$ cat src/rtl/store_align_pkg.sv
// Shared types and constants for the store alignment path.
package store_align_pkg;

  typedef enum logic [1:0] {
    SZ_B   = 2'b00,
    SZ_H   = 2'b01,
    SZ_W   = 2'b10,
    SZ_RSV = 2'b11
  } size_e;

  typedef enum logic [1:0] {
    IDLE  = 2'b00,
    BEAT0 = 2'b01,
    BEAT1 = 2'b10
  } state_e;

  localparam logic [3:0]  LANE_ALL = 4'b1111;
  localparam int unsigned BYTE_W   = 8;

endpackage

$ cat src/rtl/store_lane_gen.sv
// Combinational lane steering: byte-enable mask and shifted write data for one beat.
module store_lane_gen
  import store_align_pkg::*;
(
  input  logic [1:0]  off,
  input  size_e       size,
  input  logic        beat_sel,
  input  logic [31:0] data,
  output logic [31:0] wdata,
  output logic [3:0]  bmask,
  output logic        split
);

  logic [3:0]  size_mask;
  logic [31:0] data_sized;
  logic [7:0]  mask_wide;
  logic [63:0] data_wide;
  logic [5:0]  shamt;

  // Build the unshifted lane mask and zero lanes above the access size, then
  // shift across a two-word window: low half is beat 0, high half is beat 1.
  always_comb begin
    size_mask  = 4'b0000;
    data_sized = 32'h0;
    unique case (size)
      SZ_B: begin
        size_mask  = 4'b0001;
        data_sized = {24'h0, data[7:0]};
      end
      SZ_H: begin
        size_mask  = 4'b0011;
        data_sized = {16'h0, data[15:0]};
      end
      SZ_W: begin
        size_mask  = LANE_ALL;
        data_sized = data;
      end
      default: begin
        size_mask  = 4'b0000;
        data_sized = 32'h0;
      end
    endcase

    shamt     = 6'(32'(off) * BYTE_W);
    mask_wide = {4'b0000, size_mask} << off;
    data_wide = {32'h0, data_sized} << shamt;

    split = |mask_wide[7:4];
    bmask = beat_sel ? mask_wide[7:4]  : mask_wide[3:0];
    wdata = beat_sel ? data_wide[63:32] : data_wide[31:0];
  end

endmodule

$ cat src/rtl/store_align_unit.sv
// Store alignment unit: turns MEM-stage stores into word-aligned write beats,
// splitting misaligned halfword/word stores into two beats.
module store_align_unit
  import store_align_pkg::*;
#(
  parameter int unsigned ADDR_W   = 32,
  parameter bit          RESV_ERR = 1'b1
) (
  input  logic              i_clk,
  input  logic              i_reset,
  input  logic              i_st_valid,
  output logic              o_st_ready,
  input  logic [ADDR_W-1:0] i_st_addr,
  input  logic [31:0]       i_st_data,
  input  logic [1:0]        i_st_size,
  output logic              o_mem_valid,
  input  logic              i_mem_ready,
  output logic [ADDR_W-1:0] o_mem_addr,
  output logic [31:0]       o_mem_wdata,
  output logic [3:0]        o_mem_bmask,
  output logic              o_busy,
  output logic              o_err
);

  state_e      state;
  logic        split_q;
  logic [1:0]  off_q;
  size_e       size_q;
  logic [31:0] data_q;

  logic        last_beat;
  logic        accept;
  logic        use_q;
  size_e       st_size;
  logic [1:0]  lg_off;
  size_e       lg_size;
  logic [31:0] lg_data;
  logic [31:0] lg_wdata;
  logic [3:0]  lg_bmask;
  logic        lg_split;

  // Handshake decode and lane-generator input select (stored request for beat 1).
  always_comb begin
    st_size    = size_e'(i_st_size);
    last_beat  = (state == BEAT1) || ((state == BEAT0) && !split_q);
    o_st_ready = i_reset && ((state == IDLE) || (last_beat && i_mem_ready));
    accept     = i_st_valid && o_st_ready;
    use_q      = (state == BEAT0) && split_q;
    lg_off     = use_q ? off_q  : i_st_addr[1:0];
    lg_size    = use_q ? size_q : st_size;
    lg_data    = use_q ? data_q : i_st_data;
  end

  store_lane_gen u_lane_gen (
    .off      (lg_off),
    .size     (lg_size),
    .beat_sel (use_q),
    .data     (lg_data),
    .wdata    (lg_wdata),
    .bmask    (lg_bmask),
    .split    (lg_split)
  );

  // Beat sequencer with registered memory-side outputs.
  always_ff @(posedge i_clk) begin
    if (!i_reset) begin
      state       <= IDLE;
      split_q     <= 1'b0;
      off_q       <= 2'b00;
      size_q      <= SZ_B;
      data_q      <= 32'h0;
      o_mem_valid <= 1'b0;
      o_mem_addr  <= '0;
      o_mem_wdata <= 32'h0;
      o_mem_bmask <= 4'b0000;
      o_busy      <= 1'b0;
      o_err       <= 1'b0;
    end else begin
      o_err <= 1'b0;
      if (accept) begin
        if (st_size == SZ_RSV) begin
          state       <= IDLE;
          o_mem_valid <= 1'b0;
          o_busy      <= 1'b0;
          o_err       <= RESV_ERR;
        end else begin
          state       <= BEAT0;
          split_q     <= lg_split;
          off_q       <= i_st_addr[1:0];
          size_q      <= st_size;
          data_q      <= i_st_data;
          o_mem_valid <= 1'b1;
          o_mem_addr  <= {i_st_addr[ADDR_W-1:2], 2'b00};
          o_mem_wdata <= lg_wdata;
          o_mem_bmask <= lg_bmask;
          o_busy      <= 1'b1;
        end
      end else if (o_mem_valid && i_mem_ready) begin
        if (use_q) begin
          state       <= BEAT1;
          o_mem_addr  <= o_mem_addr + ADDR_W'(4);
          o_mem_wdata <= lg_wdata;
          o_mem_bmask <= lg_bmask;
        end else begin
          state       <= IDLE;
          o_mem_valid <= 1'b0;
          o_busy      <= 1'b0;
        end
      end
    end
  end

endmodule

$ cat config.mk
export PLATFORM = sky130hd
export DESIGN_NAME = store_align_unit
export DESIGN_NICKNAME = d
export VERILOG_FILES = /design/src/rtl/store_align_pkg.sv /design/src/rtl/store_lane_gen.sv /design/src/rtl/store_align_unit.sv
export SDC_FILE = /design/constraint.sdc
export NUM_CORES = 1
export LEC_CHECK = 0
export CAP_MARGIN = 30
export CORE_MARGIN = 2
export CORE_UTILIZATION = 47
export DETAILED_ROUTE_END_ITERATION = 10
export PLACE_DENSITY = 0.76
export RECOVER_POWER = 50
export REMOVE_ABC_BUFFERS = 1
export SLEW_MARGIN = 5
export SYNTH_ARGS = -nofsm -noshare
export SYNTH_HDL_FRONTEND = slang
export SYNTH_SLANG_ARGS = --single-unit
$ cat constraint.sdc
create_clock -name i_clk -period 7.1 [get_ports i_clk]
set_input_delay 0.71 -clock i_clk [delete_from_list [all_inputs] [get_ports i_clk]]
set_output_delay 0.71 -clock i_clk [all_outputs]
set_load 0.01 [all_outputs]
* Word-level counts from Yosys, hierarchy flattened *
Cells that the tools add are included.

cells by class
  eq/ne operators = 7
  add/sub/neg operators = 1
  bitwise logic cells = 1
  muxes and demuxes = 28
  reduce and logical (&&, ||, !) cells = 18
  shift operators = 2

operator list
  operator                                                          number
  32-bit two-way mux                                                10
  32-bit one-hot mux with 3 select lines                            1
  32-bit by 5-bit left shift with 64-bit output                     1
  32-bit by 3-bit adder with 32-bit output (second input constant)  1
  4-bit two-way mux                                                 5
  4-bit one-hot mux with 3 select lines                             1
  2-bit two-way mux                                                 5
  4-bit by 2-bit left shift with 8-bit output                       1
  2-bit == test (second input constant)                             3
  1-bit logical AND                                                 6
  1-bit two-way mux                                                 6
  2-bit AND reduction                                               3
  2-bit by 1-bit == test with 1-bit output (second input constant)  2
  2-bit logical NOT                                                 2
  2-bit inequality test (second input constant)                     2
  2-bit nonzero test                                                2
  4-bit OR reduction                                                1
  3-bit AND reduction                                               1
  1-bit logical OR                                                  2
  1-bit logical NOT                                                 1
  1-bit inverter                                                    1

storage, ports and cells
  bits of input ports = 70
  register bits = 109
  output and inout port bits = 72
  logic and storage cells = 67

* Logic depth before layout (Yosys ltp) *
Gate-level depths: netlist of run 1.

  depth in word-level cells = 10
  depth in mapped cells = 16
  depth with buffers taken out = 10

* Cells and area by module *
Synthesis of run 1 repeated with hierarchy kept, for this count alone.

second synthesis, totals
  cells, all modules = 910
  area, all modules = 6,528.8 um2

by module, submodules not included
  module            cells an instance  seq. area each (um2)  times used  area each (um2)
  store_align_unit  724                2,142.1               1           5,139.9
  store_lane_gen    186                0.0                   1           1,388.8

* Worst setup path after synthesis of run 1 *
OpenSTA, ideal clock, no wires.

  path type = reg-to-reg
  from = register state[1]
  to = register o_mem_wdata[3]
  cell stages (with the launch flop) = 13
  clock period less this slack = 3,164 ps
  required time = 7,030 ps
  arrival = 3,094 ps
  path slack = 3,936 ps
  setup time = 70 ps
  path buffers = 4
  cell sequence = dfxtp_1 -> nand3b_1 -> buf_2 -> buf_2 -> buf_2 -> mux2i_1 -> inv_1 -> ha_1 -> clkbuf_1 -> nor4_1 -> a22oi_1 -> o21a_1 -> a21oi_1

on the way
  word-level cells in the longest chain between the ends = 10
  elaborated cells on any way between the ends = 27
  classes of those cells = eq/ne: 5; shift: 1; mux: 9; reduce/logical: 12

ends and longest elaborated chain
  what                                           line                                            source
  start: declaration                             store_align_unit.sv:25                          state_e state;
  start signal: assignment                       store_align_unit.sv:67                          state <= IDLE;
  start signal: assignment                       store_align_unit.sv:82                          state <= IDLE;
  start signal: assignment                       store_align_unit.sv:87                          state <= BEAT0;
  2-bit by 1-bit == test with 1-bit output       store_align_unit.sv:45, store_align_unit.sv:48
  1-bit logical AND                              store_align_unit.sv:48                          use_q = (state == BEAT0) && split_q;
  2-bit two-way mux                              store_align_unit.sv:50                          lg_size = use_q ? size_q : st_size;
  2-bit == test (tied with other cells)          store_lane_gen.sv:25                            unique case (size)
  32-bit one-hot mux with 3 select lines         store_lane_gen.sv:25
  32-bit by 5-bit left shift with 64-bit output  store_lane_gen.sv:46                            data_wide = {32'h0, data_sized} << shamt;
  32-bit two-way mux                             store_lane_gen.sv:50                            wdata = beat_sel ? data_wide[63:32] : data_wide[31:0];
  32-bit two-way mux                             store_align_unit.sv:99                          if (use_q) begin
  32-bit two-way mux                             store_align_unit.sv:98                          end else if (o_mem_valid && i_mem_ready) begin
  32-bit two-way mux                             store_align_unit.sv:80                          if (accept) begin
  end signal: assignment                         store_align_unit.sv:94                          o_mem_wdata <= lg_wdata;
  end signal: assignment                         store_align_unit.sv:102                         o_mem_wdata <= lg_wdata;
  end: declaration                               store_align_unit.sv:19                          output logic [31:0] o_mem_wdata,

Parallel ways exist; a longest one is shown, timed or not. The select of a mux whose other input is x is not followed.
A chain may end at the register's enable or synchronous reset.

* Worst setup path in the final report of run 1 *
  from = input port i_reset
  to = register o_mem_bmask[3]

on the way
  word-level cells in the longest chain between the ends = 4
  elaborated cells on any way between the ends = 7
  classes of those cells = eq/ne: 1; mux: 1; reduce/logical: 5

ends and longest elaborated chain
  what                                                                          line                     source
  start: declaration                                                            store_align_unit.sv:10   input logic i_reset,
  1-bit logical AND                                                             store_align_unit.sv:46   o_st_ready = i_reset && ((state == IDLE) || (last_beat && i_mem_ready));
  1-bit logical AND                                                             store_align_unit.sv:47   accept = i_st_valid && o_st_ready;
  2-bit inequality test (no line) / 2-bit nonzero test (equally long branches)  -
  3-bit AND reduction (no line)                                                 -
  end signal: assignment                                                        store_align_unit.sv:95   o_mem_bmask <= lg_bmask;
  end signal: assignment                                                        store_align_unit.sv:103  o_mem_bmask <= lg_bmask;
  end: declaration                                                              store_align_unit.sv:20   output logic [3:0] o_mem_bmask,

Parallel ways exist; a longest one is shown, timed or not.

==> impl_metrics.csv, run 1 <==
group,metric,value,unit
worst_setup_path,path_buf_inv,3,
place,gp_congestion,0.885,
run_status,violations,"max-capacitance violations, max-slew violations",
worst_setup_path,cpMostUsedCell,"a21oi_1",
sta,hold_viol,0,
sta,setup_viol,0,
grt,grt_max_degree,60,
grt,grt_overflow,0,
floorplanning,start_util,48.2,%
worst_setup_path,crit_type,"input port to register",
sta,setup_tns,0,ns
clocking,cts_setup_buffers,0,
sta,tightest_slew,1.88,ns
sta,rsz0062_at_grt,"false",
sta,finalCritPeriodShare,66.9,%
synth,async_reset_ff_share,0,%
grt,grt_pass1_vias,6090,
floorplanning,pin_count,142,
floorplanning,coreArea,13300,um^2
worst_setup_path,crit_chain,"dlygate4sd3_1, and4bb_2, a21oi_1, inv_1, and2_0, clkbuf_1, nand2_1, a21oi_1",
routing,num_vias,6977,
synth,synth_flop_cell,"dfxtp_1",
routing,dr.pass1.iters,6,
finish,fillCellCount,1230,
synth,yosys_warnings,0,
worst_setup_path,arrival,5.03,ns
clocking,ctsHoldBuffers,0,
place,io_buffers,139,
clocking,clk_pin_slew,0.07,ns
worst_setup_path,required,7.38,ns
routing,detail-route-antenna-nets,0,
worst_setup_path,cpPeakStageDelay,1.37,ns
power,power_frac_clock,35.3,%
grt,grt_first_pass_wirelength,32.8,mm
grt,grtUsageTotal,28.1,%
finish,multi_input_area,3900,um^2
floorplanning,die_area,14600,um^2
power,p_switching,0.000436,W
synth,yosysTopAreaCell,"dfxtp_1",
sta,max_slew_margin,-25.5,%
power,p_leak,3.11,nW
worst_setup_path,cp_top_family,"buffers and inverters",
finish,syn2layout_area_growth,26.6,%
worst_setup_path,endpoint_kind,"register",
routing,finalWirelength,20.7,mm
power,ir_worst_vdd,0.121,mV
synth,synth.avg_cell_area,7.70,um^2
floorplanning,die_h,121,um
hold_path,hold_class,"register to register",
grt,antenna_found_initial,0,
finish,final-seq-area,2140,um^2
power,seqPwrFrac,44.9,%
finish,drive_above_1_share,6.35,%
power,switching_share,29.2,%
clocking,cts_buffer_depth,2,
synth,synth_edf_count,0,
clocking,cts_tree,"yes",
power,power,0.00149,W
synth,ys_top_cells_by_area,"dfxtp_1 (33%), a21oi_1 (8.2%), nand2_1 (8.1%), mux2i_1 (4.7%), o21ai_0 (3.7%)",
synth,syn_inst,833,
worst_setup_path,start_kind,"input port",
worst_setup_path,ff2ff_setup_slack,3.20,ns
clocking,post_cts_resize_count,0,
clocking,root_buffer,"clkbuf_16",
clocking,cts.htree.levels,3,
sta,fin_worst_skew,0.0130,ns
routing,drc,0,
power,p_per_area,184,nW/um^2
clocking,cts_buffers,9,
clocking,insertion_delay,0.36,ns
floorplanning,rows,42,
power,intPower,0.00106,W
routing,wl_per_cell,18.7,um
synth,synth_top_cell_area_share,33.4,%
synth,syn_area,6410,um^2
synth,ys_ff_latch,107,
sta,layout_min_cycle_time,4.75,ns
run_status,status,"finished, violations left",
place,hpwlAfterDp,13.3,mm
flow_run,max_cap_viol_count,1,
finish,finalNetCount,1001,
synth,ys_top_cells_by_count,"nand2_1 (139), dfxtp_1 (107), a21oi_1 (105)",
finish,antenna_cells,0,
sta,report.final.slew_viol_count,39,
clocking,cts.sinks,107,
sta,fmax,211,MHz
routing,via_per_inst,6.31,
floorplanning,die_x,121,um
synth,yosysSeqAreaShare,33.4,%
synth,yosysUniqueCellTypes,68,
worst_setup_path,cp_max_fo,38,
routing,detail_route.iter0.violations,1093,
power,share_comb_of_total_power,19.9,%
synth,synth.most_common_cell,"nand2_1",
worst_setup_path,slowest_stage,"clkbuf_1",
## final timing paths
| check | cells after the start | endpoint | from |
|---|---|---|---|
| max | 8 | o_mem_bmask[3] | i_reset |
| min | 1 | o_mem_wdata[26] | o_mem_wdata[26] |
| max reg2reg | 8 | o_mem_wdata[24] | state[0] |
| min reg2reg | 1 | o_mem_wdata[26] | o_mem_wdata[26] |
## metal layers
metal,track usage [%],vias to the layer above,part of all wire (%)
li1,-,3268,-
met1,40.3,3264,43
met2,43.1,400,45
met3,4.01,45,9.1
met4,9.67,0,2.4
met5,0,-,0
## through the flow
step	instance area (um^2)	hold WS [ns]	worst slack [ns]	cells	util, %
after floorplan	6070	0.436	2.76	763	-
after global placement	7770	0.443	2.62	1086	58.4
after detailed placement	7830	0.443	3.11	1089	58.9
after CTS	8130	0.456	3.20	1104	61.2
after global routing	8120	0.475	2.09	1105	61.1
final	8120	0.455	2.35	1105	61.1
## placed cells by master (no fill, tap or decap), types with 3 or more instances in the layout
cell type and count:
nand2_1 140, a21oi_1 106, dfxtp_1 106, dlygate4sd3_1 70, clkdlybuf4s50_1 69, o21ai_0 47
nand3_1 34, mux2i_1 30, nor2_1 25, a22oi_1 21, nand4_1 19, nand2b_1 19
o21a_1 18, mux2_2 17, nor3_1 17, o22ai_1 12, nand3b_1 9, a31oi_1 9
a21o_1 9, and3_1 9, clkbuf_16 9, o32ai_1 8, a211oi_1 8, inv_1 8
a221oi_1 8, buf_4 8, ha_1 6, nor4_1 5, o31a_1 5, a311oi_1 4
o2bb2ai_1 4, a2111oi_0 4, o211ai_1 3, o31ai_1 3, and2_1 3, o221a_2 3
or3_1 3
## state kept, by name, indices dropped and copies added, names as in the netlist
register and flops:
split_q 1, size_q 2, o_mem_addr 30, o_mem_wdata 32
o_mem_bmask 4, data_q 32, o_err 1, state 2
off_q 2, o_busy 1
## layout make-up
cell class              instances  area share [%]
multi-input cells             647            48.0
flip-flops and latches        107            26.4
repair buffers                151            18.7
clock buffers                  11            3.11
well taps                     176            2.71
clock inverters                 4           0.617
inverters                       9           0.416
## cell families after synthesis
group | share of synthesized area (%)
mux | 7.67
buf+inv | 5.89
compound gates | 28.7
fa+ha+maj | 1.17
flops | 33.4
simple gates | 23.1
other cells | 0.0585
## power by group through the flow
stage / sequential, W / clock [W] / combinational (W)
2_1_floorplan: 0.000681 / 0 / 0.000139
3_3_place_gp: 0.000682 / 0 / 0.000290
3_5_place_dp: 0.000682 / 0 / 0.000300
4_1_cts: 0.000669 / 0.000529 / 0.000302
5_1_grt: 0.000673 / 0.000558 / 0.000319
6_report: 0.000669 / 0.000526 / 0.000296
No activity file was read; power rests on OpenSTA's default activity.
==> run 2: changes to the inputs <==
- clock period: 7.1 -> 4.45 ns (I/O delays scaled with it)
==> run 2 against run 1 <==
The flow now finishes without violations. Highest routed layer unchanged. Combinational power rose by 61%. Register-to-register slack got worse by 2.2 ns. Global-route usage grew 0.36 points. Routed wire length up 1.5%. Largest cell class unchanged. Worst hold slack about the same. Utilization rose by 0.22 points. Sequential share of layout area shrank 0.11 points.
==> impl_metrics.csv, run 2 (same netlist as run 1, synthesis figures left out) <==
group,metric,value,unit
clocking,cts_buffers,9,
finish,syn2layout_area_growth,27.0,%
clocking,cts.sinks,107,
finish,antenna_cells,0,
grt,use_met1,38.5,%
grt,grt_first_pass_wirelength,33.6,mm
sta,max_slew_margin,22.4,%
power,intPower,0.00173,W
worst_setup_path,crit_type,"input port to register",
routing,wl_per_cell,18.9,um
floorplanning,coreArea,13300,um^2
grt,grt_max_degree,60,
grt,grt_pass1_vias,6479,
floorplanning,die_h,121,um
clocking,cts_tree,"yes",
routing,drc,0,
grt,grt_busiest_layer,"met2",
floorplanning,die_area,14600,um^2
routing,num_vias,6972,
power,switching_share,28.9,%
worst_setup_path,cp_max_fo,36,
worst_setup_path,endpoint_kind,"register",
power,power_frac_clock,36.7,%
power,p_switching,0.000703,W
clocking,ctsHoldBuffers,0,
clocking,cts_setup_buffers,0,
clocking,post_cts_resize_count,0,
clocking,clk_pin_slew,0.08,ns
grt,gr-usage-met2,45.6,%
place,gp_congestion,0.912,
power,seqPwrFrac,43.8,%
grt,grtUsageTotal,28.4,%
routing,dr.pass1.iters,5,
sta,setup_viol,0,
sta,rsz0062_at_grt,"false",
sta,hold_viol,0,
finish,layout_commonest_cell,"nand2_1",
floorplanning,die_x,121,um
run_status,status,"complete, no violations",
sta,report.final.slew_viol_count,0,
finish,fin_cells,1112,
power,p_per_area,299,nW/um^2
finish,final_cell_mix,"nand2_1 (140), dfxtp_1 (107), a21oi_1 (105)",
sta,fin_worst_skew,0.00922,ns
power,p_leak,3.13,nW
place,dp.cells,1095,
sta,finalCritPeriodShare,83.5,%
sta,fin_hold_ws,0.455,ns
clocking,cts_buffer_depth,2,
floorplanning,rows,42,
floorplanning,start_util,48.2,%
finish,largestRegisters,"data_q: 32 flops, o_mem_wdata: 32 flops, o_mem_addr: 30 flops",
place,hpwlAfterDp,13.8,mm
hold_path,hold_class,"register to register",
sta,setup_tns,0,ns
power,share_comb_of_total_power,19.6,%
place,io_buffers,139,
grt,grt_overflow,0,
grt,grt_use_met3,5.19,%
power,ir_worst_vdd,0.180,mV
clocking,cts.htree.levels,3,
sta,fmax,269,MHz
routing,finalWirelength,21.0,mm
finish,drive_above_1_share,6.94,%
routing,via_per_inst,6.27,
flow_run,max_cap_viol_count,0,
sta,tightest_slew,1.16,ns
routing,detail_route.iter0.violations,938,
worst_setup_path,arrival,3.97,ns
worst_setup_path,start_kind,"input port",
worst_setup_path,required,4.71,ns
grt,antenna_found_initial,0,
floorplanning,pin_count,142,
sta,layout_min_cycle_time,3.72,ns
clocking,insertion_delay,0.36,ns
clocking,root_buffer,"clkbuf_16",
finish,finalNetCount,1007,
routing,detail-route-antenna-nets,0,
==> run 2: critical path, cell delays in order <==
cell and delay (ns):
clkdlybuf4s50_1 0.62, and4bb_2 0.27, a21oi_1 0.07, inv_1 0.86
nand2_1 0.92, mux2_2 0.53, o221a_2 0.24
==> run 2: power by group through the flow <==
stage | Combinational (W) | Sequential [W] | Clock, W
2_1_floorplan | 0.000222 | 0.00109 | 0
3_3_place_gp | 0.000476 | 0.00109 | 0
3_5_place_dp | 0.000481 | 0.00108 | 0
4_1_cts | 0.000483 | 0.00106 | 0.000898
5_1_grt | 0.000514 | 0.00107 | 0.000929
6_report | 0.000476 | 0.00106 | 0.000892
==> run 2: path summary, 6_finish.rpt <==
| kind | endpoint | cells after the start | slack, ns | start |
|---|---|---|---|---|
| setup / recovery | o_mem_addr[7] | 7 | 0.73 | i_reset |
| hold / removal | data_q[7] | 2 | 0.46 | data_q[7] |
| setup reg to reg | o_mem_addr[7] | 6 | 1.03 | state[1] |
| hold reg to reg | data_q[7] | 2 | 0.46 | data_q[7] |
==> run 2: stage by stage <==
stage | power [W] | worst slack [ns] | instance area [um^2] | utilization, %
floorplan | 0.00131 | 0.115 | 6070 | -
global placement | 0.00156 | 1.27 | 7830 | 58.9
detailed placement | 0.00157 | 1.12 | 7830 | 58.9
CTS | 0.00245 | 1.41 | 8150 | 61.3
global route | 0.00251 | 0.591 | 8150 | 61.3
finish | 0.00243 | 0.733 | 8150 | 61.3
==> run 2: routing by layer <==
metal  vias up  share of wire (%)
met3        41                9.3
met4         0                2.3
met2       381                 46
met5         -                  0
li1       3276                  -
met1      3274                 43
==> run 2: area by class of cell <==
| type | count | area (um^2) |
|---|---|---|
| Tap cell | 176 | 220 |
| Fill cell | 1253 | 5150 |
| Inverter | 9 | 33.8 |
| Timing Repair Buffer | 157 | 1520 |
| Clock inverter | 6 | 88.8 |
| Sequential cell | 107 | 2140 |
| Multi-Input combinational cell | 647 | 3900 |
| Clock buffer | 10 | 239 |
==> run 3: changes to the inputs <==
- CORE_UTILIZATION: 47 -> 46
- PLACE_DENSITY: 0.76 -> 0.78
- clock period: 4.45 -> 3 ns (I/O delays scaled with it)
==> run 3 against run 2 <==
Utilization down 0.65 points. Global-route usage down 0.98 points. Cell area up 2.5%. Clock-buffer cell count unchanged. Register-to-register slack worse by 0.75 ns. Clock power up 49%. Highest routed layer unchanged. Cell count up 2.0%. Largest cell class unchanged. Sequential cell count unchanged. Routed wire length down 1.7%.
==> impl_metrics.csv, run 3 (same netlist as run 1, synthesis figures left out) <==
group,metric,value,unit
floorplanning,die_h,122,um
worst_setup_path,crit_type,"register to primary output",
place,gp_congestion,0.910,
worst_setup_path,r2r_end,"o_mem_addr[7]",
clocking,clk_pin_slew,0.07,ns
finish,largestRegisters,"data_q: 32 flops, o_mem_wdata: 32 flops, o_mem_addr: 30 flops",
hold_path,hold-path-endpoint,"o_mem_bmask[3]",
worst_setup_path,start_kind,"register",
clocking,cts_buffers,9,
routing,wl_per_cell,18.2,um
hold_path,hold_path_depth,2,
place,dp_slack,0.214,ns
routing,finalWirelength,20.6,mm
grt,grtUsageTotal,27.5,%
sta,fmax,350,MHz
routing,drc,0,
grt,grt_max_degree,44,
worst_setup_path,crit_chain,"and4bb_2, a21oi_1, inv_2, buf_12, clkdlybuf4s50_1",
sta,fin_worst_skew,0.00768,ns
power,ir_worst_vdd,0.274,mV
grt,antenna_found_initial,0,
sta,layout_min_cycle_time,2.86,ns
power,p_per_area,436,nW/um^2
grt,grt_overflow,0,
floorplanning,die_x,122,um
sta,rsz0062_at_grt,"false",
clocking,insertion_delay,0.36,ns
finish,fillCellCount,1270,
clocking,root_buffer,"clkbuf_16",
routing,detail_route.iter0.violations,896,
flow_run,max_cap_viol_count,0,
sta,hold_viol,0,
finish,antenna_cells,0,
place,dp.cells,1118,
clocking,cts.htree.levels,3,
hold_path,min_from,"o_mem_bmask[3]",
routing,num_vias,6899,
power,seqPwrFrac,43.3,%
grt,grt_pass1_vias,6209,
power,share_comb_of_total_power,20.3,%
clocking,cts_tree,"yes",
finish,postLayoutCoreUtil,60.6,%
finish,drive_above_1_share,8.70,%
sta,finalCritPeriodShare,95.3,%
sta,tightest_slew,0.841,ns
floorplanning,coreArea,13800,um^2
clocking,cts_buffer_depth,2,
place,io_buffers,139,
worst_setup_path,worstRegToRegCells,7,
power,p_leak,3.25,nW
finish,final_area,8350,um^2
grt,grt_first_pass_wirelength,32.5,mm
worst_setup_path,cpPeakStageDelay,0.48,ns
clocking,post_cts_resize_count,0,
routing,detail-route-antenna-nets,0,
clocking,cts_setup_buffers,0,
worst_setup_path,slowest_stage,"clkdlybuf4s50_1",
routing,dr.pass1.iters,6,
floorplanning,rows,43,
hold_path,hold_class,"register to register",
sta,max_slew_margin,43.6,%
worst_setup_path,cp_max_fo,25,
finish,syn2layout_area_growth,30.2,%
place,hpwlAfterDp,14.3,mm
run_status,status,"complete, no violations",
sta,report.final.slew_viol_count,0,
worst_setup_path,ff2ff_setup_slack,0.28,ns
floorplanning,start_util,46.6,%
floorplanning,die_area,14900,um^2
worst_setup_path,required,2.70,ns
power,intPower,0.00258,W
place,dpl_cell_area,8040,um^2
finish,fin_cells,1134,
clocking,cts.sinks,107,
worst_setup_path,endpoint_kind,"primary output",
floorplanning,pin_count,142,
clocking,ctsHoldBuffers,0,
worst_setup_path,arrival,2.56,ns
power,switching_share,29.1,%
sta,setup_viol,0,
power,p_switching,0.00106,W
worst_setup_path,r2r_start,"state[1]",
finish,layout_commonest_cell,"nand2_1",
sta,finalWorstSetupSlack,0.140,ns
finish,finalNetCount,1025,
power,power_frac_clock,36.4,%
finish,final_cell_mix,"nand2_1 (139), dfxtp_1 (107), a21oi_1 (105)",
routing,via_per_inst,6.08,
[run 3: cell types whose count changed in the layout (fill, tap and decap cells not counted), moves of 2 or more]
cell      delta
buf_4       +14
clkbuf_2     -2
buf_12       +5
clkbuf_1     +2
inv_6        +2
[run 3: worst max-delay path by stage]
stage / start / endpoint / slack [ns]
after floorplan: state[1] / o_mem_wdata[29] / -1.34
after global placement: i_mem_ready / o_mem_addr[10] / 0.26
after detailed placement: i_st_size[0] / o_mem_wdata[7] / 0.21
after CTS: state[1] / o_mem_wdata[7] / 0.37
after global routing: state[1] / o_st_ready / 0.08
final: state[1] / o_st_ready / 0.14
[run 3: final cells by class]
class / instances / area, um^2 / share of cell area [%]
repair buffers: 175 / 1720 / 20.6
inverters: 9 / 33.8 / 0.405
well taps: 180 / 225 / 2.70
multi-input cells: 647 / 3900 / 46.7
clock buffers: 10 / 229 / 2.74
clock inverters: 6 / 96.3 / 1.15
flip-flops and latches: 107 / 2140 / 25.7
[run 3: power by group through the flow]
stage	Sequential (W)	Combinational (W)	Clock (W)
floorplan	0.00161	0.000329	0
global placement	0.00161	0.000742	0
detailed placement	0.00161	0.000751	0
CTS	0.00158	0.000754	0.00134
global route	0.00159	0.000799	0.00140
finish	0.00158	0.000740	0.00133
[run 3: through the flow]
step	setup TNS (ns)	hold WS (ns)	total power [W]
finish	0	0.451	0.00364
global route	0	0.487	0.00379
CTS	0	0.456	0.00367
detailed placement	0	0.445	0.00236
global placement	0	0.440	0.00235
floorplan	-68.31	0.417	0.00194
[run 3: layer usage]
layer | share of wire, % | GRT usage [%]
met5 | 0 | 0
met4 | 2.0 | 11.1
met3 | 8.6 | 4.07
met2 | 46 | 43.4
met1 | 44 | 37.6
[run 3: worst max-delay path, delay by kind of cell, from the launching register on]
kind | cells | cell delay (ns)
buffers and inverters | 3 | 1.02
AO/OA/AOI/OAI | 1 | 0.46
AND/OR/NAND/NOR | 1 | 0.27
flip-flops | 1 | 0.45
